[src/rtl/diff_codec.sv]
// diff_codec -- M-ary differential encoder/decoder for the DQPSK datapath.
//
// One block covers TX (encode) and RX (decode), selected by `mode`. All
// arithmetic is modulo 2^SYM_W. The phase reference is forced to zero at
// every frame start (every FRAME_LEN symbols), on `sync_clr`, and whenever
// `mode` changes. A single output register with valid/ready handshaking
// gives 1-cycle latency and 1 symbol/cycle throughput.
//
// Optional feature: define DIFF_GRAY_EN to Gray-map the symbol side
// (Gray->binary on encode input, binary->Gray on decode output).
//
// Ports:
//   clk, rstn        symbol clock, async active-low reset
//   mode             0 = encode, 1 = decode (quasi-static)
//   sync_clr         1-cycle synchronous frame restart
//   in_valid/in_ready/in_data     upstream handshake + symbol/code
//   out_valid/out_ready/out_data  downstream handshake + code/symbol
//   out_sof          out_data is the first symbol of a frame
module diff_codec #(
  parameter int SYM_W     = 2,
  parameter int FRAME_LEN = 64
) (
  input  logic             clk,
  input  logic             rstn,
  input  logic             mode,
  input  logic             sync_clr,
  input  logic             in_valid,
  output logic             in_ready,
  input  logic [SYM_W-1:0] in_data,
  output logic             out_valid,
  input  logic             out_ready,
  output logic [SYM_W-1:0] out_data,
  output logic             out_sof
);

  localparam int              CNT_W   = (FRAME_LEN > 1) ? $clog2(FRAME_LEN) : 1;
  localparam logic [CNT_W-1:0] CNT_MAX = CNT_W'(FRAME_LEN - 1);

  logic [SYM_W-1:0] ref_q, ref_d;
  logic [CNT_W-1:0] cnt_q, cnt_d;
  logic             mode_q;
  logic             out_valid_q, out_valid_d;
  logic [SYM_W-1:0] out_data_q, out_data_d;
  logic             out_sof_q, out_sof_d;

  logic             xfer_in, restart, first;
  logic [SYM_W-1:0] ref_eff, sym_bin, enc_code, dec_bin, dec_sym;
  logic [CNT_W-1:0] cnt_base;

  assign in_ready = !out_valid_q || out_ready;
  assign xfer_in  = in_valid && in_ready;

  // A restart request or a direction change both re-anchor the reference.
  assign restart  = sync_clr || (mode != mode_q);
  assign first    = (cnt_q == '0) || restart;
  assign ref_eff  = first ? '0 : ref_q;
  assign cnt_base = first ? '0 : cnt_q;

`ifdef DIFF_GRAY_EN
  function automatic logic [SYM_W-1:0] gray2bin(input logic [SYM_W-1:0] g);
    logic [SYM_W-1:0] b;
    b[SYM_W-1] = g[SYM_W-1];
    for (int i = SYM_W - 2; i >= 0; i--) b[i] = b[i+1] ^ g[i];
    return b;
  endfunction

  assign sym_bin = gray2bin(in_data);
  assign dec_sym = dec_bin ^ (dec_bin >> 1);
`else
  assign sym_bin = in_data;
  assign dec_sym = dec_bin;
`endif

  assign enc_code = ref_eff + sym_bin;
  assign dec_bin  = in_data - ref_eff;

  always_comb begin
    ref_d       = ref_q;
    cnt_d       = cnt_q;
    out_data_d  = out_data_q;
    out_sof_d   = out_sof_q;
    out_valid_d = out_valid_q;
    if (xfer_in) begin
      // Encoder accumulates its own output; decoder remembers the raw code.
      ref_d       = mode ? in_data : enc_code;
      out_data_d  = mode ? dec_sym : enc_code;
      out_sof_d   = first;
      cnt_d       = (cnt_base == CNT_MAX) ? '0 : cnt_base + 1'b1;
      out_valid_d = 1'b1;
    end else begin
      if (restart) begin
        cnt_d = '0;
        ref_d = '0;
      end
      if (out_ready) out_valid_d = 1'b0;
    end
  end

  always_ff @(posedge clk or negedge rstn) begin
    if (!rstn) begin
      ref_q       <= '0;
      cnt_q       <= '0;
      mode_q      <= 1'b0;
      out_valid_q <= 1'b0;
      out_data_q  <= '0;
      out_sof_q   <= 1'b0;
    end else begin
      ref_q       <= ref_d;
      cnt_q       <= cnt_d;
      mode_q      <= mode;
      out_valid_q <= out_valid_d;
      out_data_q  <= out_data_d;
      out_sof_q   <= out_sof_d;
    end
  end

  assign out_valid = out_valid_q;
  assign out_data  = out_data_q;
  assign out_sof   = out_sof_q;

endmodule

[config.mk]
export PLATFORM = sky130hd
export DESIGN_NAME = diff_codec
export DESIGN_NICKNAME = d
export VERILOG_FILES = /design/src/rtl/diff_codec.sv
export SDC_FILE = /design/constraint.sdc
export NUM_CORES = 1
export LEC_CHECK = 0
export BUFFER_PORTS_ARGS = -buffer_cell sky130_fd_sc_hd__buf_2
export CAP_MARGIN = 20
export CORE_MARGIN = 4
export CORE_UTILIZATION = 35
export CTS_CLUSTER_DIAMETER = 120
export CTS_CLUSTER_SIZE = 8
export DETAILED_ROUTE_END_ITERATION = 6
export PLACE_DENSITY = 0.64
export RECOVER_POWER = 25
export SLEW_MARGIN = 25
export SYNTH_ARGS = -nofsm -noshare
export SYNTH_HDL_FRONTEND = slang
export SYNTH_SLANG_ARGS = --single-unit
[constraint.sdc]
create_clock -name clk -period 5.4 [get_ports clk]
set_input_delay 0.27 -clock clk [delete_from_list [all_inputs] [get_ports clk]]
set_output_delay 0.27 -clock clk [all_outputs]
set_load 0.01 [all_outputs]
**After elaboration in Yosys (flattened, before gate mapping)**

Cells that the tools add are included.

- Output and inout bits: 5
- Memories: 0
- Memory bits (writable): 0
- ROM bits: 0
- Register bits: 13
- Logic and storage cells: 30
- Bits in latches: 0

- Mux-type cells: 11
- Equal/unequal tests: 2
- Bitwise operators: 0
- Div/mod/pow operators: 0
- Magnitude comparators: 0
- Reduce and logical (&&, ||, !) cells: 8
- Shift-type cells: 0
- Add/sub/neg operators: 3
- $mul: 0

Operators with widths:

| cell | number |
|---|---|
| 6-bit 2-to-1 mux | 4 |
| 2-bit 2-to-1 mux | 5 |
| 6-bit by 1-bit adder with 6-bit output (second input constant) | 1 |
| 6-bit == test (second input constant) | 1 |
| 6-bit logical NOT | 1 |
| 2-bit nonzero test | 2 |
| 1-bit logical OR | 3 |
| 2-bit adder | 1 |
| 1-bit 2-to-1 mux | 2 |
| 2-bit subtractor | 1 |
| 1-bit logical AND | 1 |
| 1-bit logical NOT | 1 |
| 1-bit != test | 1 |

**Longest topological paths before layout**

Gate-level depths: netlist of run 1.

- Depth after elaboration: 7
- Mapped depth: 10
- Mapped depth without buffers: 9

**Least setup slack after synthesis of run 1**

No wires, ideal clock.

- Path kind: register -> register
- Start point: reg cnt_q[5]
- End point: reg out_data_q[1], in the netlist out_data[1]
- Slack: 3.546 ns
- Path buffers: 0
- Period minus slack after synthesis: 1.854 ns
- Arrival time: 1.723 ns
- Data required time: 5.269 ns
- Cell stages (with the launch flop): 9
- Cell sequence: dfrtp_1 nor4_2 a211oi_2 and2_1 ha_1 mux2i_1 xor2_1 xnor2_1 o21ai_1

- Longest elaborated chain between the ends: 5
- Elaborated cells on any way between the ends: 6

Ends and longest elaborated chain:

| item | RTL line | text |
|---|---|---|
| from (decl) | 40 | `logic [CNT_W-1:0] cnt_q, cnt_d;` |
| from (signal assigned) | 109 | `cnt_q <= cnt_d;` |
| 6-bit logical NOT * | 55 | `assign first = (cnt_q == '0) \|\| restart;` |
| 1-bit logical OR * | 55 |  |
| 2-bit 2-to-1 mux * | 56 | `assign ref_eff = first ? '0 : ref_q;` |
| 2-bit adder / 2-bit subtractor (equally long branches) | 74, 75 |  |
| 2-bit 2-to-1 mux * | 86 | `out_data_d = mode ? dec_sym : enc_code;` |
| to (signal assigned) | 112 | `out_data_q <= out_data_d;` |
| to (decl) | 43 | `logic [SYM_W-1:0] out_data_q, out_data_d;` |

Mark *: on every way between the ends. The rest lies on a longest branch, timed or not.
A chain may end at the register's enable or synchronous reset.

**Worst setup path in the final report of run 1**

- Start point: reg mode_q
- End point: reg cnt_q[3]

- Longest elaborated chain between the ends: 7
- Elaborated cells on any way between the ends: 9

Ends and longest elaborated chain:

| item | RTL line | text |
|---|---|---|
| from (decl) | 41 | `logic mode_q;` |
| from (signal assigned) | 110 | `mode_q <= mode;` |
| 1-bit != test * | 54 | `assign restart = sync_clr \|\| (mode != mode_q);` |
| 1-bit logical OR * | 54 |  |
| 1-bit logical OR | 55 |  |
| 6-bit 2-to-1 mux | 57 | `assign cnt_base = first ? '0 : cnt_q;` |
| 6-bit by 1-bit adder with 6-bit output / 6-bit == test (equally long branches) | 88 | `cnt_d = (cnt_base == CNT_MAX) ? '0 : cnt_base + 1'b1;` |
| 6-bit 2-to-1 mux | 88 |  |
| 6-bit 2-to-1 mux | 83 | `if (xfer_in) begin` |

Marks and branches as above.

==> results of run 1 <==
==> cell usage after synthesis (2+ instances only) <==
master,n,area (um2)
o21ai_1,2,10.0
and2_1,4,25.0
dfrtp_1,13,325
or3_1,2,12.5
o21ai_0,10,50.1
nand3_1,4,20.0
and3_1,3,18.8
nor2_1,5,18.8
nand2_1,14,52.6
ha_1,3,37.5
a21oi_1,4,20.0
==> final cells by class <==
class / instances / area [um2]
fillers: 204 / 1130
multi-input cells: 68 / 415
flip-flops and latches: 13 / 325
repair buffers: 13 / 67.6
well taps: 27 / 33.8
clock buffers: 3 / 22.5
clock inverters: 1 / 5.00
inverters: 1 / 3.75
==> power breakdown <==
group          switching, uW  internal (uW)
registers               3.61            104
clock network           35.3           27.5
logic                   20.0           13.5
==> placed cells by master (no fill, tap or decap), types with 2 or more instances in the layout <==
cell      instances
clkbuf_1          2
and2_1            4
or3_1             2
and3_1            3
o21ai_0          10
dfrtp_1          13
nand2_1          14
buf_2            10
clkbuf_4          3
ha_1              3
o21ai_1           2
a21oi_1           4
nor2_1            5
nand3_1           4
==> sequential cells by signal, summed over array words and instances, names as in the netlist <==
| register | count |
|---|---|
| out_data | 2 |
| out_sof | 1 |
| mode_q | 1 |
| cnt_q | 6 |
| ref_q | 2 |
| out_valid | 1 |
==> timing repair <==
action	in CTS	in global routing
hold endpoints to repair	13	0
hold buffers	1	0
setup endpoints to repair	0	0
==> logic make-up (layout without fill, tap and decap cells) <==
logic type,after synthesis,in the layout,synth area share
flip-flops,13,13,0.428
XOR/XNOR,3,3,0.0445
AO/OA/AOI/OAI,20,20,0.152
AND/OR/NAND/NOR,40,40,0.273
multiplexers,2,2,0.0280
buffers and inverters,3,18,0.0247
adder cells (fa/ha/maj),3,3,0.0494
==> layer usage <==
metal / GRT usage / vias up / part of all wire
met2: 0.197 / 15 / 0.49
met4: 0.0498 / 0 / 0.0092
li1: - / 319 / -
met5: 0 / - / 0
met1: 0.159 / 300 / 0.44
met3: 0.0409 / 2 / 0.055
==> stage by stage <==
stage | cells | worst slack, ns | area (um2) | power (uW) | utilization
floorplan | 84 | 3.55 | 759 | 130 | -
global placement | 121 | 3.37 | 838 | 142 | 0.419
detailed placement | 121 | 3.33 | 838 | 143 | 0.419
CTS | 126 | 3.33 | 876 | 208 | 0.438
global route | 126 | 3.14 | 873 | 217 | 0.436
finish | 126 | 3.32 | 873 | 204 | 0.436
==> final timing paths <==
path	to	slack (ns)	depth (start not counted)
setup reg to reg	cnt_q[3]	3.32	9
min in group asynchronous	cnt_q[5]	0.55	2
hold / removal	out_valid	0.20	2
max in group asynchronous	cnt_q[1]	4.39	2
setup / recovery	cnt_q[3]	3.32	9
hold reg to reg	out_data[1]	0.49	2
==> metrics.txt, run 1 <==
outcome complete, no violations; setup TNS 0 ns; share of layout cells above drive strength 1 0.212; HP Start in_valid; Synth Register Bits 13; clock buffer depth 2; worst-skew pair later-pin latency 0.28 ns; postcts setup bufs 0; fmax 481 MHz; YS warnings 0; Cell Rows 16; Mean Syn Cell Area 9.04 um2; fin crit period 2.08 ns; Min Hold Slack a little over 0.2 ns; GRT Residual Overflow 0; Min-Delay Path Class in2reg; Routed WL approximately 1500 um; Final Hold Violating Endpoints 0; Final #Nets 111; HPWL Detailed 1140 um; vias post-DR approximately 640; Post-Syn Instances 84; pwr dens around 230 nW/um2; CTS root buffer clkbuf_4; part of the cycle the worst path needs 0.385; DRC viols 0; Final setup viols 0; Max Slew Vio Count 0; RePlAce Congestion 0.842; H-tree depth 1; ANT nets after route 0; family with the most delay on the worst path simple AND/OR/NAND/NOR gates; die height 54.6 um; initial antenna violation count 0; clk slew on worst S/H paths 0.09 ns; Worst setup startpoint mode_q; Tot GR Track Use 0.126; Worst Path Buf+Inv 0; most used cell, CP and3_1; Seq/Total Area, Yosys 0.428; Worst IR Drop VDD 112 uV; die span in x 54.6 um; WL/cell about 12 um; crit path launch type register; largest stage delay on the critical path 0.41 ns; max_cap viols 0; asr flop ratio synth 1.00; synthesized cell area 759 um2; Ant. Diodes 0; Core Area roughly 2000 um2; critical path endpoint category register; skew final 0.00391 ns; Synth Flop Type dfrtp_1; largest net degree at the start of global routing 17; clk sinks 13; TritonCTS Buffers 3; CTS tree done; CP Data Arrival Time 2.26 ns; post-CTS resize count 0; CP Class reg2reg; LEAKAGE 0.000388 uW; Synth Net Count 95; EDFF count, synth 0; RSZ-0062 raised after global routing false; Initial Util 0.379; Req. time, crit path between 5 and 6 ns; drt pass-1 iters 4; I/O pin total 13; worst-margin pin slew 0.725 ns; Die ar. 2980 um2; Worst path slowest cell dfrtp_1; relative slew slack 0.517; number of buffers added on ports 12; CP cell instances xor2_2 -> nor2_2 -> and2_1 -> ha_1 -> and3_1 -> and3_1 -> o21ai_0 -> a21oi_1 -> nor2b_1; vias per cell 5.05; DR iter-0 viols 17; first-pass GRT wire length about 2600 um; reg-to-reg startpoint mode_q; synth unique cells 31; Worst Path Max Fanout 9; P&R area growth vs syn 15.0%; number of global-route vias before repair 571
No activity file was read; power rests on OpenSTA's default activity.
==> run 2: changes to the inputs <==
--- a/config.mk
+++ b/config.mk
@@ -5,6 +5,7 @@
 export SDC_FILE = /design/constraint.sdc
 export NUM_CORES = 1
 export LEC_CHECK = 0
+export ABC_AREA = 1
 export BUFFER_PORTS_ARGS = -buffer_cell sky130_fd_sc_hd__buf_2
 export CAP_MARGIN = 20
 export CORE_MARGIN = 4
@@ -12,7 +13,7 @@
 export CTS_CLUSTER_DIAMETER = 120
 export CTS_CLUSTER_SIZE = 8
 export DETAILED_ROUTE_END_ITERATION = 6
-export PLACE_DENSITY = 0.64
+export PLACE_DENSITY = 0.66
 export RECOVER_POWER = 25
 export SLEW_MARGIN = 25
 export SYNTH_ARGS = -nofsm -noshare
==> constraint.sdc (replaced) <==
create_clock -name clk -period 1.8 [get_ports clk]
set_input_delay 0.09 -clock clk [delete_from_list [all_inputs] [get_ports clk]]
set_output_delay 0.09 -clock clk [all_outputs]
set_load 0.01 [all_outputs]
==> run 2 against run 1 <==
Routed wire length up 8.8%. Flip-flop and latch count unchanged. Largest cell class unchanged. Largest power group unchanged. Clock skew up 0.0071 ns. Via count up 14%.
==> metrics.txt, run 2 <==
outcome complete, no violations (unchanged); adder-cell share of the synthesized area 0.0457 (was 0.0494); register share of total power 0.490 (was 0.527); HPWL Detailed 1280 um (was 1140 um); commonest cells after routing, fill and taps aside 24 x nand2_1, 16 x inv_1, 12 x dfrtp_1, 10 x buf_2, 8 x nand3_1 (was 14 x nand2_1, 13 x dfrtp_1, 10 x o21ai_0, 10 x buf_2, 5 x nor2_1); placement-stage worst setup slack 0.106 ns (was 3.33 ns); r2r setup slk 0.14 ns (was 3.32 ns); top post-synthesis cells by area dfrtp_1 40%, nand2_1 11%, inv_1 7.3% (was dfrtp_1 43%, nand2_1 6.9%, o21ai_0 6.6%); share of layout cells above drive strength 1 0.302 (was 0.212); Mean Syn Cell Area 7.89 um2 (was 9.04 um2); register area 327 um2 (was 325 um2); critical path endpoint category register (unchanged); synth unique cells 22 (was 31); Initial Util 0.371 (was 0.379); die span in x 56.4 um (was 54.6 um); WL/cell 10.7 um (was 12.0 um); I/O pin total 13 (unchanged); Commonest cells post-synth 24 x nand2_1, 16 x inv_1, 13 x dfrtp_1, 10 x nor2_1, 8 x nand3_1 (was 14 x nand2_1, 13 x dfrtp_1, 10 x o21ai_0, 5 x nor2_1); most used cell, CP nor2_2 (was and3_1); H-tree depth 1 (unchanged); Worst Path Buf+Inv 1 (was 0); CP Data Arrival Time 1.87 ns (was 2.26 ns); Simple-Gate Fraction of Synth Area 0.375 (was 0.273); ANT nets after route 0 (unchanged); Synth Net Count 115 (was 95); Fill cells 245 (was 204); number of buffers added on ports 12 (unchanged); P_int 451 uW (was 145 uW); max FFs per register 6 (unchanged); Yosys top cell by area dfrtp_1 (unchanged); Post-Syn Instances 104 (was 84); clock power share 0.282 (was 0.309); largest net degree at the start of global routing 14 (was 17); worst-margin pin slew 0.751 ns (was 0.725 ns); multi-input logic area 455 um2 (was 415 um2); worst-skew pair later-pin latency 0.28 ns (about the same); net switching fraction of the power 0.315 (was 0.289); largest reg by FF count cnt_q (unchanged); Worst IR Drop VDD 395 uV (was 112 uV); top-count cell post-synth nand2_1 (unchanged); GRT Residual Overflow 0 (unchanged); Synth Register Bits 13 (unchanged); Final #Nets 138 (was 111); CP cell instances nor2_2 -> nand3_2 -> nand2_8 -> nor2_2 -> ha_1 -> inv_1 -> nor2_2 -> nand2_2 -> nand2_2 -> o21ai_2 -> nand3_1 -> nand2_1 (was xor2_2 -> nor2_2 -> and2_1 -> ha_1 -> and3_1 -> and3_1 -> o21ai_0 -> a21oi_1 -> nor2b_1); Die ar. 3180 um2 (was 2980 um2); leading cell type in the layout, fill and taps excluded nand2_1 (unchanged); multiplexer area fraction after synthesis 0 (was 0.0280); synthesized cell area 821 um2 (was 759 um2); clock buffer depth 2 (unchanged); post-route cell area 1020 um2 (was 873 um2); largest family of logic cells by synthesized area simple AND/OR/NAND/NOR gates (unchanged); Min-Delay Path Class in2reg (unchanged); pwr dens 645 nW/um2 (was 233 nW/um2); asr flop ratio synth 1.00 (unchanged); clk sinks 13 (unchanged); number of global-route vias before repair 699 (was 571); Synth Area in XOR/XNOR 0.0213 (was 0.0445); initial antenna violation count 0 (unchanged); Yosys top cell area share 0.396 (was 0.428); setup TNS 0 ns (unchanged); Finished Layout Cells 154 (was 126); Cell Count Post-Placement 147 (was 121); Req. time, crit path 2.02 ns (was 5.58 ns); vias post-DR 728 (was 636); drt pass-1 iters 4 (unchanged); Final Hold Violating Endpoints 0 (unchanged); Comb power frac 0.227 (was 0.164); Worst Path Max Fanout 5 (was 9); Tot GR Track Use 0.114 (was 0.126); skew final 0.0110 ns (was 0.00391 ns); crit path launch type register (unchanged); family with the most delay on the worst path simple AND/OR/NAND/NOR gates (unchanged); fin crit period 1.66 ns (was 2.08 ns); CP Class reg2reg (unchanged); YS warnings 0 (unchanged); EDFF count, synth 0 (unchanged); Ant. Diodes 0 (unchanged); DR iter-0 viols 12 (was 17); part of the cycle the worst path needs 0.922 (was 0.385); Core Area 2210 um2 (was 2000 um2); Compound-Gate Fraction of Synth Area 0.0838 (was 0.152); clk slew on worst S/H paths 0.09 ns (about the same); Routed WL 1650 um (was 1520 um); Final Core Density 0.461 (was 0.436); Cell Rows 17 (was 16); Worst path slowest cell dfrtp_2 (was dfrtp_1); Final setup viols 0 (unchanged); sw power 207 uW (was 58.9 uW); Max Slew Vio Count 0 (unchanged); TritonCTS Buffers 3 (unchanged); PnR worst setup slack 0.141 ns (was 3.32 ns); max_cap viols 0 (unchanged); fmax 603 MHz (was 481 MHz); vias per cell 4.73 (was 5.05); largest stage delay on the critical path 0.44 ns (was 0.41 ns); first-pass GRT wire length 2880 um (was 2640 um); P&R area growth vs syn 24.2% (was 15.0%); Synth Flop Type dfrtp_1 (unchanged); Post-Place Cell Area 938 um2 (was 838 um2); CTS root buffer clkbuf_4 (unchanged); die height 56.4 um (was 54.6 um); RePlAce Congestion 0.881 (was 0.842); CTS tree done (unchanged); LEAKAGE 0.000488 uW (was 0.000388 uW); relative slew slack 0.500 (was 0.517); DRC viols 0 (unchanged); Seq/Total Area, Yosys 0.396 (was 0.428)
[run 2: area by class of cell]
class	instances	share of cell area
multi-input cells	74	0.447
flip-flops and latches	13	0.320
repair buffers	18	0.109
inverters	17	0.0626
well taps	28	0.0344
clock buffers	3	0.0221
clock inverters	1	0.00491
[run 2: power by group through the flow]
stage               sequential (uW)  clock, uW  combinational [uW]
floorplan                       333          0                78.0
global placement                328          0                 133
detailed placement              328          0                 135
CTS                             322        192                 139
global route                    325        206                 168
finish                          323        186                 150
[run 2: path summary, 6_finish.rpt]
kind                                  start          end  depth (start not counted)
worst max-delay path               cnt_q[5]     cnt_q[5]                         12
min in group asynchronous              rstn  out_data[0]                          2
max in group asynchronous              rstn     cnt_q[5]                          2
worst min register to register  out_data[1]  out_data[1]                          2
worst max register to register     cnt_q[5]     cnt_q[5]                         12
worst min-delay path              out_ready    out_valid                          4
[run 2: routing by layer]
| layer | track usage | up-vias | share of wire |
|---|---|---|---|
| met5 | 0 | - | 0 |
| met4 | 0.0237 | 0 | 0 |
| met3 | 0.0483 | 0 | 0.044 |
| met2 | 0.175 | 13 | 0.47 |
| met1 | 0.150 | 335 | 0.49 |
| li1 | - | 380 | - |
[run 2: stage by stage]
stage / total power, uW / hold slack, ns
after floorplan: 411 / -0.206
after global placement: 460 / -0.00616
after detailed placement: 463 / -0.00528
after CTS: 653 / 0.0731
after global routing: 699 / 0.117
final: 658 / 0.0751
[run 2: cell families after synthesis]
logic type | after synthesis
adders and majority gates | 3
xor gates and xnor gates | 2
and+or+nand+nor | 58
buffers and inverters | 17
DFF | 13
AOI/OAI and AO/OA | 11
[run 2: tightest hold or removal path, stage by stage]
cell and delay, ns:
buf_2 0.07, inv_1 0.03, nand2_1 0.08, nand2_1 0.06
[run 2: repair_timing]
action | 4_1_cts | 5_1_grt
hold endpoints to repair | 14 | 0
setup endpoints to repair | 0 | 7
resized for setup | 0 | 8
hold buffers | 2 | 0
setup buffers | 0 | 2
